==> src/rtl/uart_tx_if.sv <==
// Byte-write handshake between a producer and the UART transmitter.
// The master queues a byte; the slave reports holding-register space and frame completion.
interface uart_tx_if;
  logic       iTx_Start;
  logic [7:0] iTx_Data;
  logic       oTx_Ready;
  logic       oTx_Done;

  modport master (output iTx_Start, iTx_Data, input  oTx_Ready, oTx_Done);
  modport slave  (input  iTx_Start, iTx_Data, output oTx_Ready, oTx_Done);
endinterface

==> src/rtl/uart_tx.sv <==
// 8-bit UART transmitter with a one-byte holding register, optional parity and 1/2 stop bits.
// Bit timing comes from a 16x oversample tick; back-to-back frames leave no idle gap.
module uart_tx #(
  parameter int P_PARITY_EN  = 0,
  parameter int P_PARITY_ODD = 0,
  parameter int P_STOP_BITS  = 1
) (
  input  logic       iClk,
  input  logic       iRst_n,
  input  logic       iB_Tick,
  output logic       oTx,
  output logic       oTx_Busy,
  uart_tx_if.slave   s_if
);
  localparam bit LP_PAR_EN   = (P_PARITY_EN != 0);
  localparam bit LP_PAR_ODD  = (P_PARITY_ODD != 0);
  localparam bit LP_TWO_STOP = (P_STOP_BITS == 2);

  typedef enum logic [2:0] {S_IDLE, S_START, S_DATA, S_PARITY, S_STOP} state_t;

  state_t     r_state;
  logic [3:0] r_tick_cnt;
  logic [2:0] r_bit_cnt;
  logic [7:0] r_shift;
  logic [7:0] r_hold;
  logic       r_hold_full;
  logic       r_par;
  logic       r_stop_idx;
  logic       r_tx;

  logic w_bit_end, w_last_stop, w_final_stop, w_capture, w_load;

  assign w_bit_end    = iB_Tick && (r_tick_cnt == 4'd15);
  assign w_last_stop  = !LP_TWO_STOP || r_stop_idx;
  assign w_final_stop = (r_state == S_STOP) && w_bit_end && w_last_stop;
  assign w_capture    = s_if.iTx_Start && !r_hold_full;
  // A queued byte loads from IDLE, or straight off the final stop tick for a gapless frame.
  assign w_load       = r_hold_full && ((r_state == S_IDLE) || w_final_stop);

  always_ff @(posedge iClk) begin
    if (!iRst_n) begin
      r_state     <= S_IDLE;
      r_tick_cnt  <= 4'd0;
      r_bit_cnt   <= 3'd0;
      r_shift     <= 8'd0;
      r_hold      <= 8'd0;
      r_hold_full <= 1'b0;
      r_par       <= 1'b0;
      r_stop_idx  <= 1'b0;
      r_tx        <= 1'b1;
    end else begin
      if (w_capture) begin
        r_hold      <= s_if.iTx_Data;
        r_hold_full <= 1'b1;
      end
      if (w_load) begin
        r_shift     <= r_hold;
        r_par       <= (^r_hold) ^ LP_PAR_ODD;
        r_hold_full <= 1'b0;
        r_tick_cnt  <= 4'd0;
        r_bit_cnt   <= 3'd0;
        r_stop_idx  <= 1'b0;
        r_tx        <= 1'b0;
        r_state     <= S_START;
      end else if (iB_Tick && (r_state != S_IDLE)) begin
        r_tick_cnt <= r_tick_cnt + 4'd1;
        if (r_tick_cnt == 4'd15) begin
          case (r_state)
            S_START: begin
              r_state <= S_DATA;
              r_tx    <= r_shift[0];
            end
            S_DATA: begin
              r_shift   <= r_shift >> 1;
              r_bit_cnt <= r_bit_cnt + 3'd1;
              if (r_bit_cnt == 3'd7) begin
                r_stop_idx <= 1'b0;
                if (LP_PAR_EN) begin
                  r_state <= S_PARITY;
                  r_tx    <= r_par;
                end else begin
                  r_state <= S_STOP;
                  r_tx    <= 1'b1;
                end
              end else begin
                r_tx <= r_shift[1];
              end
            end
            S_PARITY: begin
              r_state    <= S_STOP;
              r_stop_idx <= 1'b0;
              r_tx       <= 1'b1;
            end
            S_STOP: begin
              if (!w_last_stop) begin
                r_stop_idx <= 1'b1;
              end else begin
                r_state <= S_IDLE;
                r_tx    <= 1'b1;
              end
            end
            default: begin
              r_state <= S_IDLE;
              r_tx    <= 1'b1;
            end
          endcase
        end
      end
    end
  end

  assign oTx            = r_tx;
  assign oTx_Busy       = (r_state != S_IDLE);
  assign s_if.oTx_Ready = !r_hold_full;
  assign s_if.oTx_Done  = iRst_n && w_final_stop;
endmodule
==> src/flat_wrapper.sv <==
// flat-port wrapper written by rule: the top's interface ports become plain ports
module uart_tx_flat 
#(
  parameter int P_PARITY_EN  = 0,
  parameter int P_PARITY_ODD = 0,
  parameter int P_STOP_BITS  = 1
)
  (iClk, iRst_n, iB_Tick, oTx, oTx_Busy, s_if_iTx_Start, s_if_iTx_Data, s_if_oTx_Ready, s_if_oTx_Done);
  uart_tx_if s_if_i ();
  input  logic iClk;
  input  logic iRst_n;
  input  logic iB_Tick;
  output logic oTx;
  output logic oTx_Busy;
  input wire logic [$bits(s_if_i.iTx_Start)-1:0] s_if_iTx_Start;
  input wire logic [$bits(s_if_i.iTx_Data)-1:0] s_if_iTx_Data;
  output wire logic [$bits(s_if_i.oTx_Ready)-1:0] s_if_oTx_Ready;
  output wire logic [$bits(s_if_i.oTx_Done)-1:0] s_if_oTx_Done;
  assign s_if_i.iTx_Start = s_if_iTx_Start;
  assign s_if_i.iTx_Data = s_if_iTx_Data;
  assign s_if_oTx_Ready = s_if_i.oTx_Ready;
  assign s_if_oTx_Done = s_if_i.oTx_Done;
  uart_tx #(.P_PARITY_EN(P_PARITY_EN), .P_PARITY_ODD(P_PARITY_ODD), .P_STOP_BITS(P_STOP_BITS)) u_core (.iClk(iClk), .iRst_n(iRst_n), .iB_Tick(iB_Tick), .oTx(oTx), .oTx_Busy(oTx_Busy), .s_if(s_if_i));
endmodule
==> config.mk <==
export PLATFORM = sky130hd
export DESIGN_NAME = uart_tx_flat
export DESIGN_NICKNAME = d
export VERILOG_FILES = /design/src/rtl/uart_tx_if.sv /design/src/rtl/uart_tx.sv /design/src/flat_wrapper.sv
export SDC_FILE = /design/constraint.sdc
export NUM_CORES = 1
export LEC_CHECK = 0
export BUFFER_PORTS_ARGS = -buffer_cell sky130_fd_sc_hd__buf_4
export CAP_MARGIN = 20
export CORE_UTILIZATION = 40
export DETAILED_ROUTE_END_ITERATION = 16
export PLACE_DENSITY = 0.6
export SETUP_SLACK_MARGIN = 0.02
export SLEW_MARGIN = 10
export SYNTH_ARGS = -nofsm -noshare
export SYNTH_HDL_FRONTEND = slang
export SYNTH_SLANG_ARGS = --single-unit
==> constraint.sdc <==
create_clock -name iClk -period 2.6 [get_ports iClk]
set_input_delay 0.26 -clock iClk [delete_from_list [all_inputs] [get_ports iClk]]
set_output_delay 0.26 -clock iClk [all_outputs]
set_load 0.02 [all_outputs]
==> flow_summary.toml, run 1 <==
[critical_path]
worst-path-max-fanout = 10
critPathLaunchType = "flop"
crit_start = "u_core.r_tick_cnt[0]"
reg2reg_depth = 5
cp.depth = 5
path_buf_inv = 0
path_class = "reg2reg"
r2r_start = "u_core.r_tick_cnt[0]"
cp_top_family = "simple AND/OR/NAND/NOR gates"
worstPathArrival_ns = 2.19
critPathCaptureType = "flop"
crit_slowest_cell = "nor4b_2"
crit_required_ns = 2.82
r2r_setup_slack_ns = 0.63
worstReg2RegEnd = "u_core.r_shift[7]"
slowest_delay_ns = 0.60
cp_cell_sequence = "ha_1 > nand4_4 > nor4b_2 > or2_2 > o21ai_0"

[synth]
syn_inst = 130
synth_commonest_cells = "28 x dfxtp_1, 18 x mux2i_1, 11 x nor2_1"
yosysWarnings = 0
synth.cell_area_um2 = 1280
synth_fp_nets = 145
synth_top_area_cell = "dfxtp_1"
ys_ff_latch = 28
yosysSeqAreaShare = 0.4379
synth-async-reset-ratio = 0
synth-main-ff-cell = "dfxtp_1"
ys_top_cells_by_area = "dfxtp_1 44%, mux2i_1 14%, nor2b_1 4.9%, o31ai_1 4.7%, nor2_1 3.2%"
yosysUniqueCellTypes = 31
syn_avg_cell_area_um2 = 9.846
synth.most_common_cell = "dfxtp_1"
synth-edff-count = 0
synth_top_area_share = 0.4379

[placement]
gp_congestion = 0.7183
pre_cts_ws_ns = 0.6461
io_buffers = 15
dpl.hpwl_um = 1585
place_inst = 182

[die]
initial_core_util = 0.4193
core_um2 = 3053
fp.dieH_um = 58.57
io_pins = 16
row_count = 20
die_area_um2 = 3430
die_x_um = 58.57

[timing]
slew_headroom = 0.6088
setup_viol = 0
drv_slew = 0
fmax_ghz = 0.5065
rsz0062_at_grt = "false"
hold_viol = 0
period_minus_slack_ns = 1.974
fin_ws_ns = 0.6257
worst_pin_slew_ns = 0.5853
post-route-period-util = 0.7594
worst_clock_skew_ns = 0.002485
setup-tns-final_ns = 0

[final_layout]
area_growth_pct = 15.35
fin_cells = 186
final_nets = 158
drive_gt1_frac = 0.2042
n_antenna_cell = 0

[clocking]
cts_buffer_depth = 2
ctsHoldBuffers = 0
h-tree-depth = 1
cts_tree = "yes"
ctsResizeCount = 0
cts_setup_buffers = 0
cts.sinks = 28
cts_buffers = 3
clk_pin_slew_worst_paths_ns = 0.15
root_buffer = "clkbuf_4"
clkLatencyLatePin_ns = 0.32

[min_path]
hp-class = "in2reg"
worstHoldStart = "s_if_iTx_Start"
hold_end = "u_core.r_hold_full"
whs_path_depth = 3

[global_route]
antenna_found_initial = 0
grt_pass1_vias = 935
top_usage_layer = "met2"
met3_usage = 0.02637
use_met1 = 0.1879
grt_usage = 0.1460
grt_max_degree = 22
grtUsageMet2 = 0.2463
grt_pass1_wl_um = 3843
grt_overflow_total = 0

[routing]
vias = 899
viasPerCell = 4.833
detail-route-antenna-nets = 0
drc = 0
wl_um = 2207
wl_per_cell_um = 11.87
drtIter0Drc = 30
firstDrtPassIters = 4

[pwr]
p_leak_nw = 0.5874
ir_worst_vdd_mv = 0.2368
power_mw = 0.8699
p_clk_frac = 0.325
switchingPower_mw = 0.2018
share_comb_of_total_power = 0.133
p_int_mw = 0.6681
pwr-share-seq = 0.542
swShare = 0.2320
power.density_nw_per_um2 = 589.2

[run]
maxCapViolCount = 0

[status]
status = "completed"
-- power groups by stage --
stage,combinational (mW),clock [mW],sequential (mW)
final,0.116,0.283,0.471
after global routing,0.130,0.309,0.475
after CTS,0.118,0.291,0.471
after detailed placement,0.118,0,0.481
after global placement,0.115,0,0.480
after floorplan,0.0901,0,0.475
-- state kept, by name (all words and copies together) (netlist names) --
register	flops
u_core.r_shift	8
u_core.r_hold_full	1
u_core.r_bit_cnt	3
u_core.r_tick_cnt	4
u_core.r_hold	8
u_core.r_state	3
u_core.oTx	1
-- metal layers --
metal  share of wire  wire length (um)
met3           0.017                37
met5               0                 0
met1            0.54              1182
met2            0.44               968
met4          0.0086                19
-- stage by stage --
stage	cell area, um2	utilization	hold WS, ns
floorplan	1280	-	0.3758
CTS	1476	0.4836	0.1374
finish	1476	0.4836	0.1399
global route	1476	0.4836	0.1460
detailed placement	1424	0.4664	0.4679
global placement	1424	0.4664	0.4489
-- kinds of logic after synthesis --
| family | Yosys count | synth area share |
|---|---|---|
| DFF | 28 | 0.4379 |
| AOI/OAI and AO/OA | 25 | 0.1408 |
| buffers and inverters | 12 | 0.04692 |
| adders and majority gates | 3 | 0.02933 |
| muxes | 18 | 0.1408 |
| xor gates and xnor gates | 4 | 0.02738 |
| and+or+nand+nor | 40 | 0.1769 |
-- worst min-delay path, cell delays in order --
cell and delay [ns]:
buf_4 0.08, nor2_1 0.03, nor2_1 0.06
-- cell usage in the layout, fill, tap and decap left out, drive strengths merged --
cell    netlist  routed
nor3b         2       2
a21oi        10      10
dfxtp        28      28
nor4          1       1
a31o          1       1
inv           2       2
o211ai        1       1
nor3          1       1
nand2b        2       2
nand2         6       6
o31ai         8       8
mux2i        18      18
buf           5      18
nand3         2       2
xnor2         2       2
o21bai        1       1
clkbuf        5       3
nor2         11      11
xor2          2       2
nand4         2       2
o31a          1       1
ha            3       3
nor4b         2       2
a211oi        1       1
bufinv        0       1
or2           1       1
o21ai         2       2
nor2b        10      10
-- worst max path at each step --
stage	to	slack, ns
after global placement	u_core.r_bit_cnt[0]	0.71
after floorplan	u_core.r_shift[5]	0.80
after detailed placement	u_core.r_shift[7]	0.65
final	u_core.r_shift[7]	0.63
after global routing	u_core.r_shift[7]	0.48
after CTS	u_core.r_shift[7]	0.61
-- layout make-up --
| cell class | count | area, um2 |
|---|---|---|
| Fill cell | 315 | 1577 |
| Tap cell | 44 | 55.05 |
| Clock buffer | 3 | 22.52 |
| Timing Repair Buffer | 18 | 135.1 |
| Multi-Input combinational cell | 90 | 665.6 |
| Sequential cell | 28 | 560.5 |
| Inverter | 2 | 7.507 |
| Clock inverter | 1 | 30.03 |
No activity file was read; power rests on OpenSTA's default activity.
==> inputs of run 2 (changes only) <==
Settings changed: PLACE_DENSITY 0.6 to 0.62.
Clock period 2.6 ns to 1.8 ns, I/O delays scaled along.
==> run 2 against run 1 <==
Against the previous run:
- sequential power is 44% higher
- count of clock-buffer cells in the layout unchanged
- largest power group unchanged
- non-clock buffer count increased by 7
- highest routed layer unchanged
==> flow_summary.toml, run 2 (same netlist as run 1, synthesis figures left out) <==
[global_route]
grt_pass1_wl_um = 4167
met3_usage = 0.01978
grt_usage = 0.1588
grt_max_degree = 22
antenna_found_initial = 0
grtUsageMet2 = 0.2545
grt_overflow_total = 0
grt_pass1_vias = 920
use_met1 = 0.2186
top_usage_layer = "met2"

[critical_path]
reg2reg_depth = 6
critPathLaunchType = "flop"
crit_required_ns = 2.03
critPathCaptureType = "flop"
crit_end = "u_core.r_bit_cnt[1]"
worstPathArrival_ns = 1.87
r2r_setup_slack_ns = 0.17
crit_start = "u_core.r_tick_cnt[1]"
path_class = "reg2reg"
worstReg2RegEnd = "u_core.r_bit_cnt[1]"
r2r_start = "u_core.r_tick_cnt[1]"
worst-path-max-fanout = 4

[timing]
fin_ws_ns = 0.1662
drv_slew = 0
rsz0062_at_grt = "false"
worst_clock_skew_ns = 0.004553
slew_headroom = 0.7082
worst_pin_slew_ns = 0.4371
post-route-period-util = 0.9077
setup_viol = 0
hold_viol = 0
setup-tns-final_ns = 0
fmax_ghz = 0.6121
period_minus_slack_ns = 1.634

[die]
die_area_um2 = 3430
die_x_um = 58.57
initial_core_util = 0.4193
core_um2 = 3053
io_pins = 16
fp.dieH_um = 58.57
row_count = 20

[routing]
firstDrtPassIters = 4
wl_um = 2383
viasPerCell = 5.057
wl_per_cell_um = 12.35
drtIter0Drc = 37
drc = 0
detail-route-antenna-nets = 0
vias = 976

[clocking]
h-tree-depth = 1
ctsHoldBuffers = 0
clk_pin_slew_worst_paths_ns = 0.15
cts_tree = "yes"
clkLatencyLatePin_ns = 0.32
cts_buffers = 3
cts.sinks = 28
cts_buffer_depth = 2
root_buffer = "clkbuf_4"

[pwr]
power.density_nw_per_um2 = 808.7
ir_worst_vdd_mv = 0.3343
p_leak_nw = 0.6298

[final_layout]
drive_gt1_frac = 0.2685
n_antenna_cell = 0
mostFrequentLayoutCell = "dfxtp_1"
final_nets = 165
largestRegisters = "u_core.r_hold (8), u_core.r_shift (8), u_core.r_tick_cnt (4)"
layout_common_cells = "26 x dfxtp_1, 23 x buf_4, 18 x mux2i_1"
area_growth_pct = 23.75
final_util = 0.5189
fin_cells = 193

[placement]
io_buffers = 15
pre_cts_ws_ns = 0.1254
gp_congestion = 0.7008
place_inst = 187
dpl.hpwl_um = 1642

[min_path]
hp-class = "in2reg"

[run]
maxCapViolCount = 0

[status]
status = "completed"
==> run 2: changes by cell type in the layout (fill, tap and decap cells not counted), sizes merged <==
cell and delta:
buf +7
==> run 2: what timing repair did <==
item                       in CTS  in global routing
gates resized for setup         6                  1
setup endpoints to repair       1                  1
buffers inserted                3                  0
==> run 2: through the flow <==
stage	hold slack, ns	cell area [um2]	power, mW
after floorplan	0.2958	1280	0.8160
after global placement	0.4057	1486	0.8780
after detailed placement	0.4050	1486	0.8836
after CTS	0.05232	1587	1.300
after global routing	0.04250	1584	1.355
final	0.06647	1584	1.281
==> run 2: cell type report <==
cell class	instances	area (um2)
tap	44	55.05
clock buffer	3	22.52
fill	293	1469
sequential	28	563.0
inverter	2	7.507
clock inverter	1	30.03
timing repair buffer	25	212.7
multi-input combinational	90	693.2
==> run 2: power by group <==
part | switching, mW | internal [mW] | leakage [nW]
Combinational | 0.0945 | 0.102 | 0.372
Clock | 0.182 | 0.225 | 0.0279
Sequential | 0.0215 | 0.656 | 0.230
==> run 2: worst min-delay path by stage <==
| stage | from | endpoint | slack, ns | cells after the start |
|---|---|---|---|---|
| final | s_if_iTx_Start | u_core.r_hold_full | 0.07 | 3 |
| after global routing | s_if_iTx_Start | u_core.r_hold_full | 0.04 | 3 |
| after CTS | s_if_iTx_Start | u_core.r_hold_full | 0.05 | 3 |
| after detailed placement | s_if_iTx_Start | u_core.r_hold_full | 0.41 | 3 |
| after global placement | s_if_iTx_Start | u_core.r_hold_full | 0.41 | 3 |
| after floorplan | s_if_iTx_Start | u_core.r_hold_full | 0.30 | 2 |
==> run 2: worst max-delay path, cell delays in order (launching register included) <==
cell	delay [ns]
dfxtp_2	0.39
ha_4	0.15
nand4_4	0.16
nor4b_2	0.40
buf_4	0.20
mux2i_1	0.19
nor2_1	0.06
==> run 2: routing by layer <==
layer	vias up	share of wire
li1	495	-
met1	459	0.49
met2	20	0.48
met3	2	0.031
met4	0	0.0071
met5	-	0
==> inputs of run 3 (changes only) <==
Settings changed: CORE_MARGIN set to 2, PLACE_DENSITY 0.62 to 0.6.
Clock period 1.8 ns to 1.6 ns, I/O delays scaled along.
==> run 3 against run 2 <==
Against the previous run:
- sequential power grew 13%
- the flow now finishes with violations (negative setup slack)
- register-to-register slack worse by 0.25 ns
- first-iteration DRC count rose by 78%
- critical path type unchanged
- flip-flop and latch count is the same
==> flow_summary.toml, run 3 (same netlist as run 1, synthesis figures left out) <==
[die]
die_area_um2 = 3669
core_um2 = 3053
initial_core_util = 0.4193
row_count = 20
die_x_um = 60.57
io_pins = 16
fp.dieH_um = 60.57

[routing]
detail-route-antenna-nets = 0
drc = 0
firstDrtPassIters = 4
wl_um = 2469
vias = 996
wl_per_cell_um = 12.22
viasPerCell = 4.931
drtIter0Drc = 66

[clocking]
cts_buffers = 3
cts_tree = "yes"
ctsHoldBuffers = 0
clk_pin_slew_worst_paths_ns = 0.16
root_buffer = "clkbuf_4"
h-tree-depth = 1
cts.sinks = 28
cts_buffer_depth = 2
clkLatencyLatePin_ns = 0.33

[global_route]
grt_overflow_total = 0
grt_usage = 0.1544
grt_pass1_vias = 960
grt_pass1_wl_um = 4236
grt_max_degree = 22
antenna_found_initial = 0

[timing]
period_minus_slack_ns = 1.685
hold_viol = 0
worst_clock_skew_ns = 0.008945
setup_viol = 18
drv_slew = 0
slew_headroom = 0.7930
setup-tns-final_ns = -0.9897
fin_ws_ns = -0.08505
rsz0062_at_grt = "true"
fmax_ghz = 0.5935
worst_pin_slew_ns = 0.3096
post-route-period-util = 1.053

[critical_path]
slowest_delay_ns = 0.38
worstPathArrival_ns = 1.92
critPathCaptureType = "flop"
path_class = "reg2reg"
crit_slowest_cell = "dfxtp_2"
worst-path-max-fanout = 5
path_buf_inv = 2
cp_top_family = "flip-flops"
crit_required_ns = 1.83
cp_cell_sequence = "ha_4 > nand4_4 > buf_12 > a211oi_4 > buf_6 > mux2i_4 > a21oi_2"
critPathLaunchType = "flop"

[final_layout]
layout_common_cells = "27 x buf_4, 25 x dfxtp_1, 17 x mux2i_1"
final_cell_area_um2 = 1718
n_antenna_cell = 0
mostFrequentLayoutCell = "buf_4"
drive_gt1_frac = 0.3924
final_nets = 174
area_growth_pct = 34.21
largestRegisters = "u_core.r_hold (8), u_core.r_shift (8), u_core.r_tick_cnt (4)"
fin_cells = 202

[pwr]
ir_worst_vdd_mv = 0.3693
power.density_nw_per_um2 = 860.5
p_leak_nw = 0.6806
power_mw = 1.478

[min_path]
hp-class = "in2reg"

[placement]
place_inst = 191
place_area_um2 = 1506
gp_congestion = 0.7419
io_buffers = 15
dpl.hpwl_um = 1710

[status]
status = "finished with violations"
violations = "negative setup slack"

[run]
maxCapViolCount = 0
[run 3: layout make-up]
type,instances,area (um2)
Fill cell,294,1335
Inverter,2,7.507
Clock inverter,1,30.03
Clock buffer,3,22.52
Multi-Input combinational cell,90,748.2
Tap cell,44,55.05
Timing Repair Buffer,34,290.3
Sequential cell,28,564.3
[run 3: path summary, 6_finish.rpt]
path	slack [ns]	depth (start not counted)	from	end
worst max-delay path	-0.09	7	u_core.r_tick_cnt[1]	u_core.r_shift[6]
worst min register to register	0.48	2	u_core.r_hold[7]	u_core.r_shift[7]
worst min-delay path	0.04	3	s_if_iTx_Start	u_core.r_hold_full
worst max register to register	-0.09	7	u_core.r_tick_cnt[1]	u_core.r_shift[6]
[run 3: tightest hold or removal path, cell delays in order]
cell    delay [ns]
buf_4         0.08
nor2_1        0.04
nor2_2        0.06
[run 3: through the flow]
stage	setup slack (ns)	util	hold slack (ns)
after floorplan	-0.08671	-	0.2758
after CTS	-0.09282	0.5377	0.03587
final	-0.08505	0.5627	0.03787
after global routing	-0.1873	0.5627	0.03800
after global placement	0.04129	0.4934	0.3848
after detailed placement	-0.01937	0.4934	0.3887
[run 3: repair_timing]
item	4_1_cts	5_1_grt
endpoints found under the hold margin	0	0
resized for setup	8	16
endpoints found under the setup margin	9	20
gates cloned	0	0
setup buffers	5	2
pin swaps	4	10
[run 3: metal layers]
layer / part of all wire / GRT usage
met5: 0 / 0
met4: 0.0081 / 0.06522
met3: 0.023 / 0.01919
met2: 0.49 / 0.2719
met1: 0.48 / 0.1890
[run 3: report_power, final]
part	internal [mW]	total [mW]	switching (mW)
Clock	0.253	0.463	0.210
Combinational	0.134	0.254	0.120
Sequential	0.738	0.762	0.0241
